**src/rtl/cbus_rr_arbiter_pkg.sv**
```systemverilog
// Shared cbus types for the cache-side bus and its round-robin arbiter.
// Request and response layouts match the existing cbus masters and AXI adapter.
package cbus_rr_arbiter_pkg;

   typedef enum logic [7:0] {
      MLEN1  = 8'd0,
      MLEN2  = 8'd1,
      MLEN4  = 8'd3,
      MLEN8  = 8'd7,
      MLEN16 = 8'd15
   } cbus_len_t;

   typedef enum logic [1:0] {
      AXI_BURST_FIXED = 2'd0,
      AXI_BURST_INCR  = 2'd1,
      AXI_BURST_WRAP  = 2'd2
   } cbus_burst_t;

   // 151 bits
   typedef struct packed {
      logic        valid;
      logic        is_write;
      logic [2:0]  size;
      logic [63:0] addr;
      logic [7:0]  strobe;
      logic [63:0] data;
      cbus_len_t   len;
      cbus_burst_t burst;
   } cbus_req_t;

   // 66 bits
   typedef struct packed {
      logic        ready;
      logic        last;
      logic [63:0] data;
   } cbus_resp_t;

   typedef enum logic {
      IDLE = 1'b0,
      BUSY = 1'b1
   } arb_state_t;

   // Modular wrap used by the rotating priority search.
   function automatic int rr_wrap(input int i, input int n);
      return i % n;
   endfunction

endpackage

```
**src/rtl/cbus_rr_arbiter_rr_picker.sv**
```systemverilog
// Round-robin picker: rotate the request vector to start just after the
// last winner, priority-encode, then map the offset back to a master index.
module rr_picker
   import cbus_rr_arbiter_pkg::*;
#(
   parameter  int N     = 2,
   localparam int IDX_W = (N > 1) ? $clog2(N) : 1
) (
   input  logic [N-1:0]     i_valid,
   input  logic [IDX_W-1:0] i_last_idx,
   output logic             o_found,
   output logic [IDX_W-1:0] o_pick_idx
);

   logic [N-1:0]     w_rot;
   logic [IDX_W-1:0] w_off;

   // Rotate so that bit 0 is the master right after the last winner.
   always_comb begin
      w_rot = '0;
      for (int k = 0; k < N; k++) begin
         w_rot[IDX_W'(k)] =
            i_valid[IDX_W'(rr_wrap(int'(i_last_idx) + 1 + k, N))];
      end
   end

   // Lowest set bit of the rotated vector wins.
   always_comb begin
      o_found = 1'b0;
      w_off   = '0;
      for (int k = N - 1; k >= 0; k--) begin
         if (w_rot[IDX_W'(k)]) begin
            o_found = 1'b1;
            w_off   = IDX_W'(k);
         end
      end
   end

   // Undo the rotation to recover the absolute master index.
   always_comb begin
      o_pick_idx =
         IDX_W'(rr_wrap(int'(i_last_idx) + 1 + int'(w_off), N));
   end

endmodule

```
**src/rtl/cbus_rr_arbiter.sv**
```systemverilog
// Round-robin arbiter merging cache-side cbus masters onto one memory port.
// A grant is held for a whole burst; at least one idle cycle separates bursts.
module cbus_rr_arbiter
   import cbus_rr_arbiter_pkg::*;
#(
   parameter  int NUM_MASTERS = 2,
   localparam int IDX_W       = $clog2(NUM_MASTERS)
) (
   input  logic       clk,
   input  logic       reset,
   input  cbus_req_t  ireqs  [NUM_MASTERS],
   output cbus_resp_t iresps [NUM_MASTERS],
   output cbus_req_t  oreq,
   input  cbus_resp_t oresp
);

   arb_state_t       r_state;
   arb_state_t       w_state_nxt;
   logic [IDX_W-1:0] r_grant_idx;
   logic [IDX_W-1:0] w_grant_nxt;
   logic [IDX_W-1:0] r_last_idx;
   logic [IDX_W-1:0] w_last_nxt;

   logic [NUM_MASTERS-1:0] w_valid;
   logic                   w_found;
   logic [IDX_W-1:0]       w_pick_idx;
   cbus_req_t              w_cur;
   logic                   w_done;

   // Collect the valid bits for the picker.
   always_comb begin
      w_valid = '0;
      for (int i = 0; i < NUM_MASTERS; i++) begin
         w_valid[i] = ireqs[i].valid;
      end
   end

   rr_picker #(
      .N (NUM_MASTERS)
   ) u_picker (
      .i_valid    (w_valid),
      .i_last_idx (r_last_idx),
      .o_found    (w_found),
      .o_pick_idx (w_pick_idx)
   );

   // Burst ends on the last handshake or when the owner drops valid.
   always_comb begin
      w_cur  = ireqs[r_grant_idx];
      w_done = (oresp.ready && oresp.last) || !w_cur.valid;
   end

   // State, grant and round-robin pointer registers.
   always_ff @(posedge clk or posedge reset) begin
      if (reset) begin
         r_state     <= IDLE;
         r_grant_idx <= '0;
         r_last_idx  <= IDX_W'(NUM_MASTERS - 1);
      end else begin
         r_state     <= w_state_nxt;
         r_grant_idx <= w_grant_nxt;
         r_last_idx  <= w_last_nxt;
      end
   end

   // Next-state: grant from IDLE, release the grant at end of burst.
   always_comb begin
      w_state_nxt = r_state;
      w_grant_nxt = r_grant_idx;
      w_last_nxt  = r_last_idx;
      unique case (r_state)
         IDLE: begin
            if (w_found) begin
               w_state_nxt = BUSY;
               w_grant_nxt = w_pick_idx;
            end
         end
         BUSY: begin
            if (w_done) begin
               w_state_nxt = IDLE;
               w_last_nxt  = r_grant_idx;
            end
         end
      endcase
   end

   // Pass the granted master through; everyone else sees an idle response.
   always_comb begin
      oreq = '0;
      for (int i = 0; i < NUM_MASTERS; i++) begin
         iresps[i] = '0;
      end
      if (r_state == BUSY) begin
         oreq                = w_cur;
         iresps[r_grant_idx] = oresp;
      end
   end

endmodule

```
**config.mk**
```make
export PLATFORM = sky130hd
export DESIGN_NAME = cbus_rr_arbiter
export DESIGN_NICKNAME = d
export VERILOG_FILES = /design/src/rtl/cbus_rr_arbiter_pkg.sv /design/src/rtl/cbus_rr_arbiter_rr_picker.sv /design/src/rtl/cbus_rr_arbiter.sv
export SDC_FILE = /design/constraint.sdc
export NUM_CORES = 1
export LEC_CHECK = 0
export CORE_AREA = 5 5 248 250
export CTS_CLUSTER_SIZE = 20
export DETAILED_ROUTE_END_ITERATION = 7
export DIE_AREA = 0 0 253 255
export GPL_TIMING_DRIVEN = 0
export SLEW_MARGIN = 10
export SYNTH_ARGS = -nofsm -noshare
export SYNTH_HDL_FRONTEND = slang
export SYNTH_HIERARCHICAL = 1
export SYNTH_SLANG_ARGS = --single-unit
```
**constraint.sdc**
```tcl
create_clock -name clk -period 1.5 [get_ports clk]
set_input_delay 0.3 -clock clk [delete_from_list [all_inputs] [get_ports clk]]
set_output_delay 0.3 -clock clk [all_outputs]
set_load 0.02 [all_outputs]
```
==> flow_summary.json, run 1 <==
{
  "status": "finished with violations",
  "drt_iter0_markers": 196,
  "cp-start-kind": "flip-flop",
  "fin_util_pct": 22.7,
  "overflow": 0,
  "rows": 89,
  "netlist_area_sq_mm": 0.00392,
  "grt_pass1_wl_mm": 54.4,
  "cts_root_buf": "clkbuf_16",
  "first_global_vias": 7121,
  "yosysUniqueCellTypes": 22,
  "drc_errors": 0,
  "num_vias": 6856,
  "r2r_start": "r_grant_idx",
  "syn_inst": 507,
  "clockBufferDepth": 2,
  "end_kind": "output port",
  "layout-drive-gt1-share_pct": 45.7,
  "synth_nets": 877,
  "finalNonFillerCells": 2024,
  "die_h_um": 255,
  "syn_to_final_growth_pct": 240,
  "irDropWorstVdd_v": 0.000581,
  "cts_sinks": 3,
  "place_inst": 1932,
  "cp_max_fo": 8,
  "cp.required_ns": 1.20,
  "power_density_mw_per_mm2": 1380,
  "max_freq_mhz": 492,
  "dieArea_sq_mm": 0.0645,
  "hold_class": "in -> async",
  "routedWlPerCell_um": 21.8,
  "antenna_found_initial": 10,
  "gp_congestion": 0.909,
  "drt-total-wl_mm": 44.1,
  "startpoint": "r_grant_idx",
  "cts_tree": "done",
  "dpl-instance-area_sq_mm": 0.0114,
  "maxCapViolations": 0,
  "path_clk_slew_ns": 0.03,
  "numCtsBuffers": 3,
  "timing.final.ws_setup_ns": -0.531,
  "fin_worst_skew_ns": 0.00115,
  "hold_violations": 0,
  "rsz0062_at_grt": "yes",
  "dr.pass1.iters": 4,
  "ys_ff_latch": 3,
  "grt_max_degree": 11,
  "fin_crit_ns": 2.03,
  "setup_viol": 283,
  "initial_core_util_pct": 6.67,
  "drt-vias-per-instance": 3.39,
  "slew_viol_final": 0,
  "worst-setup-path-type": "reg -> out",
  "clock_latency_ns": 0.23,
  "avgSynthCellArea_sq_um": 7.74,
  "leakage_nw": 5.69,
  "place_ws_ns": -1.76,
  "core_area_sq_mm": 0.0588,
  "io_pins": 653,
  "ys_seq_area_share_pct": 1.95,
  "finalNetCount": 1615,
  "grt_usage_pct": 11.7,
  "holdWs_ns": 0.246,
  "ant_nets": 0,
  "die_w_um": 253,
  "worstPathArrival_ns": 1.73,
  "dp_hpwl_mm": 35.9,
  "ys_warn_count": 6,
  "violations": "setup timing",
  "post-route-period-util_pct": 135,
  "cts_max_level": 1,
  "port_buffers": 652,
  "postLayoutCellArea_sq_mm": 0.0133
}
## per-stage QoR
stage / setup TNS (ns) / power, W
2_1_floorplan: 0 / 0.00704
3_3_place_gp: -244.97 / 0.0133
3_5_place_dp: -252.25 / 0.0134
4_1_cts: -137.48 / 0.0155
5_1_grt: -119.99 / 0.0193
6_report: -105.76 / 0.0184
## where the power goes
group	total [W]	switching (W)	internal, W
Sequential	0.000165	0.0000407	0.000124
Clock	0.000434	0.0000820	0.000352
Combinational	0.0178	0.00820	0.00960
Total	0.0184	0.00833	0.0101
## layer usage
metal | track usage, % | wire length, um
met2 | 20.4 | 21300
met4 | 2.07 | 722
met1 | 14.1 | 17600
met5 | 0 | 0
met3 | 4.06 | 4540
## cell usage in the layout (no fill, tap or decap), drive strengths merged, types with 2 or more instances in the layout
cell type        n
and2            66
nand2            2
clkdlybuf4s15    5
dfrtp            2
buf            374
clkdlybuf4s50  369
mux2i          151
diode            7
nor2b          153
clkbuf          46
and3            66
inv              3
## Yosys cell counts (all sizes together)
library cell  count  area share, %
conb              1          0.096
inv               3           0.29
nand2             2           0.19
o221ai            1           0.22
and2             66             11
clkbuf           27            2.6
and3             66             11
dfrtp             2            1.3
buf              30            9.8
a21oi             1           0.13
mux2i           151             39
dfstp             1           0.67
nand3             1           0.13
mux2              1           0.29
nor2b           153             25
a21o              1           0.19
## logic make-up (layout without fill, tap and decap cells)
family / after synthesis / count (layout) / synth area share (%)
other: 1 / 8 / 0.0956
and+or+nand+nor: 288 / 288 / 45.9
AOI/OAI and AO/OA: 3 / 3 / 0.542
DFF: 3 / 3 / 1.95
muxes: 152 / 152 / 38.8
buffers and inverters: 60 / 797 / 12.7
## final timing paths
path,slack [ns],end,depth (start not counted)
worst max-delay path,-0.53,oreq[99],7
worst min-delay path,0.25,r_grant_idx,2
worst max register to register,0.03,r_state,6
worst min register to register,0.56,r_last_idx,2
max in group asynchronous,1.04,r_last_idx,2
min in group clk,0.56,r_last_idx,2
## area by class of cell
| type | instances | area, sq um |
|---|---|---|
| diodes | 7 | 17.5 |
| plain buffers | 53 | 766 |
| clock buffers | 4 | 78.8 |
| fillers | 6421 | 45500 |
| inverters | 3 | 11.3 |
| multi-input cells | 444 | 4100 |
| flip-flops and latches | 3 | 77.6 |
| well taps | 773 | 967 |
| repair buffers | 737 | 7320 |
## worst max-delay path, stage by stage, from the launching register on
cell and delay, ns:
dfrtp_1 0.38, buf_12 0.16, buf_16 0.16, buf_12 0.16, buf_8 0.13, mux2i_2 0.15, nor2b_1 0.14, buf_4 0.18
## state kept, by name (all words and copies together), names as in the netlist
signal       flops
r_grant_idx      1
r_last_idx       1
r_state          1
## what timing repair did
action | in CTS | in global routing
gates cloned | 9 | 11
pin swaps | 0 | 11
resized for setup | 1005 | 809
hold buffers | 0 | 0
setup endpoints to repair | 284 | 284
buffers inserted | 20 | 48
(Power assumes the default switching activity.)
==> inputs of run 2 (changes only) <==
CORE_AREA = 5 5 249 251   (was 5 5 248 250)
CTS_BUF_LIST = sky130_fd_sc_hd__clkbuf_4   (was default)
DIE_AREA = 0 0 254 256   (was 0 0 253 255)
==> run 2 against run 1 <==
Against the previous run:
- the run still ends with setup timing left
- clock-buffer cell count stayed put
- cell area is 4.7% higher
- clock skew is 0.0010 ns lower
- sequential share of layout area hardly changed
- critical path depth is 2 higher
- sequential cell count stayed put
- critical endpoint is now iresps[84]
==> flow_summary.json, run 2 (synthesized netlist as in run 1, its figures left out) <==
{
  "status": "finished with violations",
  "violations": "setup timing",
  "total_power_w": 0.0192,
  "numCtsBuffers": 3,
  "place_inst": 1941,
  "cp_max_fo": 6,
  "ant_nets": 0,
  "maxCapViolations": 0,
  "num_vias": 7075,
  "cp.required_ns": 1.20,
  "overflow": 0,
  "grt_usage_pct": 11.5,
  "antenna_found_initial": 23,
  "rsz0062_at_grt": "yes",
  "fin_util_pct": 23.4,
  "cts_max_level": 1,
  "drt_iter0_markers": 252,
  "max_freq_mhz": 491,
  "finalNonFillerCells": 2064,
  "clock_latency_ns": 0.24,
  "holdWs_ns": 0.258,
  "die_h_um": 256,
  "drc_errors": 0,
  "irDropWorstVdd_v": 0.000851,
  "clockBufferDepth": 2,
  "drt-vias-per-instance": 3.43,
  "worst-setup-path-type": "reg -> out",
  "finalNetCount": 1646,
  "syn_to_final_growth_pct": 256,
  "worstPathArrival_ns": 1.74,
  "cts_tree": "done",
  "largestRegisters": "r_grant_idx (1), r_last_idx (1), r_state (1)",
  "leakage_nw": 5.93,
  "seq_area_sq_um": 77.6,
  "timing.final.ws_setup_ns": -0.538,
  "r2r_setup_slack_ns": -0.20,
  "fin_crit_ns": 2.04,
  "post-route-period-util_pct": 136,
  "path_clk_slew_ns": 0.04,
  "io_pins": 653,
  "setup_viol": 285,
  "final_cell_mix": "clkdlybuf4s50_1 (369), buf_6 (194), buf_4 (160)",
  "dieArea_sq_mm": 0.0650,
  "core_area_sq_mm": 0.0597,
  "fin_worst_skew_ns": 0.000140,
  "dp_hpwl_mm": 34.6,
  "r2r_cells": 8,
  "cts_root_buf": "clkbuf_4",
  "layout-drive-gt1-share_pct": 49.6,
  "port_buffers": 652,
  "grt_pass1_wl_mm": 54.6,
  "routedWlPerCell_um": 21.2,
  "initial_core_util_pct": 6.57,
  "hold_violations": 0,
  "die_w_um": 254,
  "end_kind": "output port",
  "r2r_start": "r_grant_idx",
  "slew_viol_final": 0,
  "power_density_mw_per_mm2": 1370,
  "final_common_cell": "clkdlybuf4s50_1",
  "multiInputGateArea_sq_mm": 0.00418,
  "cp-start-kind": "flip-flop",
  "cts_sinks": 3,
  "gp_congestion": 0.883,
  "grt_max_degree": 11,
  "regToRegEndpoint": "r_grant_idx",
  "drt-total-wl_mm": 43.7,
  "rows": 90,
  "nFillCells": 6390,
  "dr.pass1.iters": 4,
  "hold_class": "in -> async",
  "first_global_vias": 7393
}
[run 2: worst max-delay path, stage by stage (launching register included)]
cell     delay, ns
dfrtp_1       0.39
buf_12        0.16
nor2b_4       0.17
buf_12        0.14
buf_8         0.10
buf_6         0.11
buf_8         0.11
buf_6         0.08
and2_4        0.13
buf_6         0.11
[run 2: worst max-delay path by stage]
stage / from / endpoint / depth (start not counted)
3_3_place_gp: r_state / oreq[3] / 4
6_report: r_grant_idx / iresps[84] / 9
4_1_cts: r_grant_idx / oreq[97] / 6
5_1_grt: r_grant_idx / oreq[97] / 6
2_1_floorplan: r_grant_idx / oreq[10] / 5
3_5_place_dp: r_state / oreq[3] / 4
[run 2: cell type report]
class,count,share of cell area (%)
Timing Repair Buffer,768,56.6
Multi-Input combinational cell,444,29.9
Tap cell,782,7.01
Buffer,53,5.55
Sequential cell,3,0.555
Clock buffer,4,0.215
Antenna cell,7,0.125
Inverter,3,0.0806
[run 2: repair_timing]
item / in CTS / in global routing
cloned: 11 / 13
hold buffers: 0 / 0
setup endpoints to repair: 283 / 284
pin swaps: 8 / 12
gates resized for setup: 1434 / 539
setup buffers: 51 / 48
[run 2: metal layers]
metal	GRT usage (%)	share of wire, %	vias to the layer above	routed length, um
li1	-	-	3264	-
met1	12.4	36	3289	15800
met5	0	0	-	0
met3	3.49	10	50	4460
met2	22.0	52	472	22700
met4	2.01	1.7	0	743
[run 2: stage by stage]
step,setup slack (ns),instance area [sq um],setup TNS (ns)
after CTS,-0.587,12700,-123.41
after global placement,-1.47,11400,-245.03
after floorplan,0.00196,3920,0
after detailed placement,-1.49,11400,-251.72
after global routing,-0.589,14000,-133.72
final,-0.538,14000,-119.02
[run 2: power by group]
part | switching (W) | leakage (nW) | internal (W)
Clock | 0.0000526 | 0.0184 | 0.000118
Combinational | 0.00831 | 5.88 | 0.0105
Sequential | 0.0000394 | 0.0341 | 0.000124
Total | 0.00840 | 5.93 | 0.0107
